$ cat src/rtl/layer_compositor_if.sv
// Pixel-side bundle between the compositor, its sprite ROM and the
// frame/palette controller.
interface layer_compositor_if #(
    parameter int NUM_LAYERS = 8,
    parameter int ADDR_W     = 18,
    parameter int IDX_W      = 5
) ();
    localparam int HW = $clog2(NUM_LAYERS) + 1;

    logic [NUM_LAYERS*ADDR_W-1:0] layer_addr;
    logic [NUM_LAYERS-1:0]        layer_draw;
    logic                         blank;
    logic                         frame_start;
    logic [ADDR_W-1:0]            rom_addr;
    logic [IDX_W-1:0]             rom_q;
    logic                         pal_we;
    logic [IDX_W-1:0]             pal_waddr;
    logic [23:0]                  pal_wdata;
    logic [2:0]                   fade;
    logic [7:0]                   Red;
    logic [7:0]                   Green;
    logic [7:0]                   Blue;
    logic [HW-1:0]                hit_layer;
    logic                         collision;

    modport master (
        output layer_addr, layer_draw, blank, frame_start,
        output rom_q, pal_we, pal_waddr, pal_wdata, fade,
        input  rom_addr, Red, Green, Blue, hit_layer, collision
    );

    modport slave (
        input  layer_addr, layer_draw, blank, frame_start,
        input  rom_q, pal_we, pal_waddr, pal_wdata, fade,
        output rom_addr, Red, Green, Blue, hit_layer, collision
    );
endinterface

$ cat src/rtl/layer_compositor.sv
// N-layer priority compositor: picks a sprite ROM address, maps the
// returned index through a writable palette and fades it to RGB.
module layer_compositor #(
    parameter int NUM_LAYERS   = 8,
    parameter int ADDR_W       = 18,
    parameter int IDX_W        = 5,
    parameter int ROM_LAT      = 2,
    parameter int BLANK_ADDR   = 1706,
    parameter int DEFAULT_ADDR = 1704
) (
    input logic              clk,
    input logic              reset,
    layer_compositor_if.slave bus
);
    localparam int HW   = $clog2(NUM_LAYERS) + 1;
    localparam int NPAL = 2 ** IDX_W;

    function automatic logic [7:0] grey(int i);
        return 8'(i << (8 - IDX_W));
    endfunction

    logic [HW-1:0]     win;
    logic [ADDR_W-1:0] sel_addr;
    logic              any_draw;
    logic              multi_draw;

    always_comb begin
        win        = HW'(NUM_LAYERS);
        sel_addr   = ADDR_W'(DEFAULT_ADDR);
        any_draw   = 1'b0;
        multi_draw = 1'b0;
        for (int i = NUM_LAYERS - 1; i >= 0; i--) begin
            if (bus.layer_draw[i]) begin
                win      = HW'(i);
                sel_addr = bus.layer_addr[i*ADDR_W +: ADDR_W];
            end
        end
        for (int i = 0; i < NUM_LAYERS; i++) begin
            multi_draw = multi_draw | (any_draw & bus.layer_draw[i]);
            any_draw   = any_draw | bus.layer_draw[i];
        end
    end

    assign bus.rom_addr = bus.blank ? sel_addr : ADDR_W'(BLANK_ADDR);

    // Control rides alongside the ROM read; the output register is the
    // final stage, giving ROM_LAT+1 cycles end to end.
    logic [ROM_LAT-1:0] blk_q;
    logic [HW-1:0]      win_q [ROM_LAT];

    always_ff @(posedge clk) begin
        if (reset) begin
            blk_q <= '0;
            for (int i = 0; i < ROM_LAT; i++) begin
                win_q[i] <= HW'(NUM_LAYERS);
            end
        end else begin
            blk_q[0] <= bus.blank;
            win_q[0] <= win;
            for (int i = 1; i < ROM_LAT; i++) begin
                blk_q[i] <= blk_q[i-1];
                win_q[i] <= win_q[i-1];
            end
        end
    end

    logic [23:0] pal_q [NPAL];

    always_ff @(posedge clk) begin
        if (reset) begin
            for (int i = 0; i < NPAL; i++) begin
                pal_q[i] <= {3{grey(i)}};
            end
        end else if (bus.pal_we) begin
            pal_q[bus.pal_waddr] <= bus.pal_wdata;
        end
    end

    logic [23:0]   pix;
    logic [7:0]    red_d, grn_d, blu_d;
    logic [7:0]    red_q, grn_q, blu_q;
    logic [HW-1:0] hit_d, hit_q;
    logic          coll_d, coll_q;

    always_comb begin
        pix   = pal_q[bus.rom_q];
        red_d = 8'h00;
        grn_d = 8'h00;
        blu_d = 8'h00;
        hit_d = HW'(NUM_LAYERS);
        if (blk_q[ROM_LAT-1]) begin
            red_d = pix[23:16] >> bus.fade;
            grn_d = pix[15:8]  >> bus.fade;
            blu_d = pix[7:0]   >> bus.fade;
            hit_d = win_q[ROM_LAT-1];
        end
    end

    // A fresh overlap on the frame boundary belongs to the new frame.
    always_comb begin
        coll_d = coll_q;
        if (bus.blank && multi_draw) begin
            coll_d = 1'b1;
        end else if (bus.frame_start) begin
            coll_d = 1'b0;
        end
    end

    always_ff @(posedge clk) begin
        if (reset) begin
            red_q  <= 8'h00;
            grn_q  <= 8'h00;
            blu_q  <= 8'h00;
            hit_q  <= HW'(NUM_LAYERS);
            coll_q <= 1'b0;
        end else begin
            red_q  <= red_d;
            grn_q  <= grn_d;
            blu_q  <= blu_d;
            hit_q  <= hit_d;
            coll_q <= coll_d;
        end
    end

    assign bus.Red       = red_q;
    assign bus.Green     = grn_q;
    assign bus.Blue      = blu_q;
    assign bus.hit_layer = hit_q;
    assign bus.collision = coll_q;

endmodule

$ cat src/flat_wrapper.sv
// flat-port wrapper written by rule: the top's interface ports become plain ports
module layer_compositor_flat 
#(
    parameter int NUM_LAYERS   = 8,
    parameter int ADDR_W       = 18,
    parameter int IDX_W        = 5,
    parameter int ROM_LAT      = 2,
    parameter int BLANK_ADDR   = 1706,
    parameter int DEFAULT_ADDR = 1704
)
  (clk, reset, bus_layer_addr, bus_layer_draw, bus_blank, bus_frame_start, bus_rom_q, bus_pal_we, bus_pal_waddr, bus_pal_wdata, bus_fade, bus_rom_addr, bus_Red, bus_Green, bus_Blue, bus_hit_layer, bus_collision);
  layer_compositor_if #(.NUM_LAYERS(NUM_LAYERS), .ADDR_W(ADDR_W), .IDX_W(IDX_W)) bus_i ();
  input logic clk;
  input logic reset;
  input wire logic [$bits(bus_i.layer_addr)-1:0] bus_layer_addr;
  input wire logic [$bits(bus_i.layer_draw)-1:0] bus_layer_draw;
  input wire logic [$bits(bus_i.blank)-1:0] bus_blank;
  input wire logic [$bits(bus_i.frame_start)-1:0] bus_frame_start;
  input wire logic [$bits(bus_i.rom_q)-1:0] bus_rom_q;
  input wire logic [$bits(bus_i.pal_we)-1:0] bus_pal_we;
  input wire logic [$bits(bus_i.pal_waddr)-1:0] bus_pal_waddr;
  input wire logic [$bits(bus_i.pal_wdata)-1:0] bus_pal_wdata;
  input wire logic [$bits(bus_i.fade)-1:0] bus_fade;
  output wire logic [$bits(bus_i.rom_addr)-1:0] bus_rom_addr;
  output wire logic [$bits(bus_i.Red)-1:0] bus_Red;
  output wire logic [$bits(bus_i.Green)-1:0] bus_Green;
  output wire logic [$bits(bus_i.Blue)-1:0] bus_Blue;
  output wire logic [$bits(bus_i.hit_layer)-1:0] bus_hit_layer;
  output wire logic [$bits(bus_i.collision)-1:0] bus_collision;
  assign bus_i.layer_addr = bus_layer_addr;
  assign bus_i.layer_draw = bus_layer_draw;
  assign bus_i.blank = bus_blank;
  assign bus_i.frame_start = bus_frame_start;
  assign bus_i.rom_q = bus_rom_q;
  assign bus_i.pal_we = bus_pal_we;
  assign bus_i.pal_waddr = bus_pal_waddr;
  assign bus_i.pal_wdata = bus_pal_wdata;
  assign bus_i.fade = bus_fade;
  assign bus_rom_addr = bus_i.rom_addr;
  assign bus_Red = bus_i.Red;
  assign bus_Green = bus_i.Green;
  assign bus_Blue = bus_i.Blue;
  assign bus_hit_layer = bus_i.hit_layer;
  assign bus_collision = bus_i.collision;
  layer_compositor #(.NUM_LAYERS(NUM_LAYERS), .ADDR_W(ADDR_W), .IDX_W(IDX_W), .ROM_LAT(ROM_LAT), .BLANK_ADDR(BLANK_ADDR), .DEFAULT_ADDR(DEFAULT_ADDR)) u_core (.clk(clk), .reset(reset), .bus(bus_i));
endmodule
$ cat config.mk
export PLATFORM = sky130hd
export DESIGN_NAME = layer_compositor_flat
export DESIGN_NICKNAME = d
export VERILOG_FILES = /design/src/rtl/layer_compositor_if.sv /design/src/rtl/layer_compositor.sv /design/src/flat_wrapper.sv
export SDC_FILE = /design/constraint.sdc
export NUM_CORES = 1
export LEC_CHECK = 0
export BUFFER_PORTS_ARGS = -buffer_cell sky130_fd_sc_hd__clkbuf_2
export CAP_MARGIN = 20
export CORE_AREA = 10 10 264 266
export DETAILED_ROUTE_END_ITERATION = 16
export DIE_AREA = 0 0 274 276
export GPL_ROUTABILITY_DRIVEN = 0
export PLACE_DENSITY = 0.81
export REMOVE_ABC_BUFFERS = 1
export SKIP_CTS_REPAIR_TIMING = 1
export SYNTH_ARGS = -nofsm -noshare
export SYNTH_HDL_FRONTEND = slang
export SYNTH_SLANG_ARGS = --single-unit
$ cat constraint.sdc
create_clock -name clk -period 3.46 [get_ports clk]
set_clock_uncertainty 0.15 [all_clocks]
set_input_delay 0.692 -clock clk [delete_from_list [all_inputs] [get_ports clk]]
set_output_delay 0.692 -clock clk [all_outputs]
set_load 0.02 [all_outputs]
After elaboration in Yosys (flattened, before gate mapping)
Memories as Yosys holds them, arrays and structs flattened. A register that Yosys moved wholly into a read port is not among the register bits.
Cells that the tools add are included.
W data, S select, Z words.
{"block": "classes", "n_shift": 3, "muxes": 30, "n_div": 0, "mul": 0, "n_reduce_logical": 4, "order_cmp": 0, "bitwise_logic": 22, "n_eq_ne": 0, "n_addsub": 0}
{"operator": "$mux W18", "n": 9}
{"operator": "$mux W4", "n": 10}
{"operator": "$mux W24", "n": 1}
{"operator": "$reduce_or A24 Y1", "n": 1}
{"operator": "$shr A8 B3 Y8", "n": 3}
{"operator": "$or A1 B1 Y1", "n": 14}
{"operator": "$mux W1", "n": 9}
{"operator": "$and A1 B1 Y1", "n": 7}
{"operator": "$mux W5", "n": 1}
{"operator": "$reduce_bool A2 Y1", "n": 1}
{"operator": "$reduce_or A2 Y1", "n": 1}
{"operator": "$logic_and A1 B1 Y1", "n": 1}
{"operator": "$not A1 Y1", "n": 1}
{"block": "word_totals", "latch_bits": 0, "ram_bits": 776, "elab_cells": 66, "mem_count": 2, "romBits": 0, "register_bits": 27}
{"memory": "u_core.pal_q", "depth": 32, "word_bits": 24, "read_ports": 1, "rd_clocked_by_memory_dff": 0, "wr": 32, "line_no": "layer_compositor.sv:67", "text": "logic [23:0] pal_q [NPAL];"}
{"memory": "u_core.win_q", "depth": 2, "word_bits": 4, "read_ports": 2, "rd_clocked_by_memory_dff": 1, "wr": 2, "line_no": "layer_compositor.sv:49", "text": "logic [HW-1:0] win_q [ROM_LAT];"}

Depth between registers and ports, before layout
{"block": "logic_depth", "ltp_word": 10, "mapped_depth": 11}

Worst setup path before layout
No wires, ideal clock.
{"block": "synth_timing", "path_kind": "input port to output port", "startpoint": "in bus_layer_draw[7]", "endpoint": "out bus_rom_addr[1]", "required_time_ns": 2.618, "n_path_buf": 2, "slack_ns": -0.080, "arrival_ns": 2.698, "path_stages": 9, "cell_sequence": "nor2b_1 clkbuf_1 clkbuf_1 a22oi_1 nor2_1 a21oi_1 o211ai_1 a221oi_1 o311ai_0"}
{"block": "synth_via", "elab_chain_len": 9}
{"item": "from (decl)", "line_no": "flat_wrapper.sv:16", "text": "input wire logic [$bits(bus_i.layer_draw)-1:0] bus_layer_draw;"}
{"item": "$mux W18 (8 in a row)", "line_no": "layer_compositor.sv:33", "text": "if (bus.layer_draw[i]) begin"}
{"item": "$mux W18", "line_no": "layer_compositor.sv:44", "text": "assign bus.rom_addr = bus.blank ? sel_addr : ADDR_W'(BLANK_ADDR);"}
{"item": "to (decl)", "line_no": "flat_wrapper.sv:24", "text": "output wire logic [$bits(bus_i.rom_addr)-1:0] bus_rom_addr;"}
Every way passes these cells.

Worst setup path in the final report
{"block": "layout_timing", "startpoint": "in bus_layer_draw[4]", "endpoint": "out bus_rom_addr[5]"}
{"block": "layout_via", "elab_chain_len": 6}
{"item": "$mux W18 (5 in a row)", "line_no": "layer_compositor.sv:33"}
{"item": "$mux W18", "line_no": "layer_compositor.sv:44"}
Every way passes these cells.

==> run summary <==
The Yosys step of the flow raised 0 warnings. On the critical path, the stage with the largest delay is an instance of sky130_fd_sc_hd__clkbuf_2. The critical path in this run is classified as input pin to primary output. Summed over all nets, the half-perimeter wirelength after detailed placement is 72550 µm. In this run the remaining antenna-violating nets after routing total 0.

TritonCTS built the clock tree. Sequential cell area: 23840 µm². The largest total area in the synthesized netlist belongs to sky130_fd_sc_hd__edfxtp_1. In this design, the stage delay of the slowest critical-path cell is 0.48 ns. Traced cell by cell, the critical path runs through clkbuf_2, inv_1, o21ai_0, o21ai_0, a221oi_1, o21ai_0, clkbuf_2.

For this run, design rule violations remaining after detail routing come to 0. The worst-case IR drop observed on VDD is 360.0 µV. The run gives 52 as the pin count of the biggest net entering global routing. The logs give 3920 for the number of DRC markers after the initial detailed-route iteration and 93 for the floorplan row count. Per-instance average area after synthesis: 14.23 µm². The area taken by multi-input logic gates is 13000 µm². The die covers 75620 µm². The worst setup path is launched from an input pin. The power density relative to cell area is 517.6 nW/µm², and the count of buffers from port buffering is 240. The finished cells cover 43390 µm².

The tools report the kind of end point of the critical path as a primary output. The tools report the total track usage as 28.99%. The commonest register cell after synthesis was sky130_fd_sc_hd__edfxtp_1. The die boundary width came out at 274 µm. The number of vias in the routed layout is 25690. Via count of the first global-routing pass: 26580. Counting both buffers and inverters, the worst setup path holds a total of 3.

The area growth from synthesis to layout is 13.34%. Data required time at the worst endpoint: 2.62 ns. In this run the worst hold path is classified as input pin to register. After filler insertion, the fill cell instance count of the layout stands at 4174. The synthesized design devotes to its leading area cell type 60.24% of total area. The leakage power came out at 15.38 nW.

For the net total in the final layout, the log shows 3073. The run finished with clean final reports. In the final layout, the share of cells above drive strength 1 is 25.25%. The die height was 276 µm; the end-of-flow core utilization was 67.67%. Count of clock tree sinks: 807. CTS placed an instance of sky130_fd_sc_hd__clkbuf_16 at the clock tree root.

In the synthesized netlist the async set-or-reset flop fraction comes to 0%. The sequential-to-total area share from yosys stat is 62.28%. The clock tree synthesis step divided the H-tree into 3 levels. The number of unique standard cell types used by synthesis is 65, and the pre-CTS worst setup slack is -0.01368 ns.

Dividing the final minimum period by the clock period gives 94.43%. For the pin with the worst max-slew slack, the measured transition is 0.9203 ns. Once the floorplan was initialized, standard cells occupied 59.71% of the core. For the number of max-slew violations in the final report, the log shows 0. The run gives 2690 as the number of cells produced by synthesis. The first global-routing pass estimated 165000 µm of wire.

Timing would allow up to 306.1 MHz. Max-cap violations in this run came to 0. Most instantiated library cell after synthesis: sky130_fd_sc_hd__edfxtp_1. Data on the critical path arrives at its endpoint at 2.43 ns.

Insertion delay to the later sink of the worst-skew pair: 0.65 ns. The tools report the number of antenna violations at the first check in global routing as 3. The worst path meets setup with 0.1928 ns of slack. After clock tree synthesis, the clock-pin slew on the worst setup and hold paths is 0.06 ns. For the number of buffers created by CTS, the log shows 82.

The count of flip-flops with a built-in enable after synthesis was 768; the per-cell routed wire length was 29.24 µm. The area of the mapped netlist is 38280 µm², and the worst relative slew slack is 38.65%. In the post-synthesis netlist, the biggest area contributors are sky130_fd_sc_hd__edfxtp_1 (60%), sky130_fd_sc_hd__mux4_2 (10%), sky130_fd_sc_hd__and2_1 (8.7%). The final count of negative-setup-slack endpoints is 0, and the core area is 64120 µm². The global-route congestion overflow total was 0; the number of synthesized register bits was 807. The longest clock path from root to sink contains 3 buffers.

For the final routed database, the setup TNS stands at 0 ns. Cell family with the largest share of critical-path delay: buffers and inverters. After detailed routing, the number of vias per cell comes to 6.755. The commonest cells after synthesis are sky130_fd_sc_hd__edfxtp_1 (768), sky130_fd_sc_hd__and2_1 (534), sky130_fd_sc_hd__or3_1 (249). The highest fanout seen on the critical path was 29; the final number of hold-violating endpoints was 0. In this design, the critical path's most frequently occurring cell is sky130_fd_sc_hd__o21ai_0.

For the I/O pin count, the log shows 241. For this block, the routed nets add up to 111200 µm of wire. Once placement finished, the instance area stood at 40680 µm². The first detailed-routing pass ran for 7 iterations. The final period demand of the worst path works out to 3.267 ns.
-- where the power goes --
part           internal (mW)  switching (mW)  leakage, nW
Sequential              11.2           0.168         7.76
Clock                   5.20            3.76         1.31
Combinational          0.834            1.31         6.31
-- path summary, 6_finish.rpt --
kind,startpoint,slack [ns],endpoint,cells after the start
worst max-delay path,bus_layer_draw[4],0.19,bus_rom_addr[5],7
worst max register to register,u_core.pal_q[30][5]$_SDFFCE_PN1P_,0.74,u_core.bus.Blue[5]$_SDFF_PP0_,7
worst min register to register,u_core.win_q[0][3]$_SDFF_PP1_,0.26,u_core.win_q[1][3]$_SDFF_PP1_,1
worst min-delay path,bus_frame_start,0.17,u_core.bus.collision$_SDFFE_PP0P_,3
-- cell families after synthesis --
group | share of synthesized area (%)
compound gates | 5.399
mux | 12.29
simple gates | 16.23
flops | 62.28
buf+inv | 3.801
-- flip-flops by register name, summed over array words and instances (netlist names) --
register / flops
u_core.win_q: 8
u_core.bus.Green: 8
u_core.bus.collision: 1
u_core.bus.Blue: 8
u_core.bus.hit_layer: 4
u_core.pal_q: 768
u_core.blk_q: 2
u_core.bus.Red: 8
-- cell type report --
cell class	count	share of cell area (%)
Clock inverter	39	1.012
Inverter	38	0.3287
Clock buffer	112	5.205
Timing Repair Buffer	381	6.070
Sequential cell	807	54.95
Antenna cell	2	0.01153
Tap cell	855	2.466
Multi-Input combinational cell	1569	29.96
-- tightest hold or removal path: cells and delay by family --
kind / cells / cell delay (ns)
buffers and inverters: 1 / 0.07
AND/OR/NAND/NOR: 1 / 0.08
AO/OA/AOI/OAI: 1 / 0.06
-- per-layer routing --
metal  track usage, %  share of wire [%]  vias up
li1                 -                  -    10500
met1            36.04                 34    12600
met2            45.91                 47     2148
met3            7.099                 12      433
met4            16.45                6.1        2
met5           0.8547              0.078        -
-- layout by cell type (no fill, tap or decap), types with 33 or more instances in the layout --
| cell | instances |
|---|---|
| sky130_fd_sc_hd__clkbuf_16 | 85 |
| sky130_fd_sc_hd__dfxtp_1 | 39 |
| sky130_fd_sc_hd__edfxtp_1 | 768 |
| sky130_fd_sc_hd__and2_1 | 534 |
| sky130_fd_sc_hd__or2_2 | 33 |
| sky130_fd_sc_hd__mux4_2 | 174 |
| sky130_fd_sc_hd__o22ai_1 | 46 |
| sky130_fd_sc_hd__inv_1 | 38 |
| sky130_fd_sc_hd__o21ai_0 | 44 |
| sky130_fd_sc_hd__a221oi_1 | 40 |
| sky130_fd_sc_hd__or3_1 | 249 |
| sky130_fd_sc_hd__nor2_1 | 72 |
| sky130_fd_sc_hd__nor2b_1 | 46 |
| sky130_fd_sc_hd__a21oi_1 | 55 |
| sky130_fd_sc_hd__clkbuf_2 | 236 |
| sky130_fd_sc_hd__buf_4 | 114 |
| sky130_fd_sc_hd__a22oi_1 | 35 |
| sky130_fd_sc_hd__mux2i_1 | 49 |
-- stage by stage --
stage,cells,hold slack (ns),power [mW]
2_1_floorplan,2414,0.2363,12.45
3_3_place_gp,3650,0.2433,13.53
3_5_place_dp,3650,0.2479,13.63
4_1_cts,3801,0.1523,22.44
5_1_grt,3802,0.2101,22.96
6_report,3803,0.1736,22.46
Note: power is estimated with default switching activity, not from simulation.
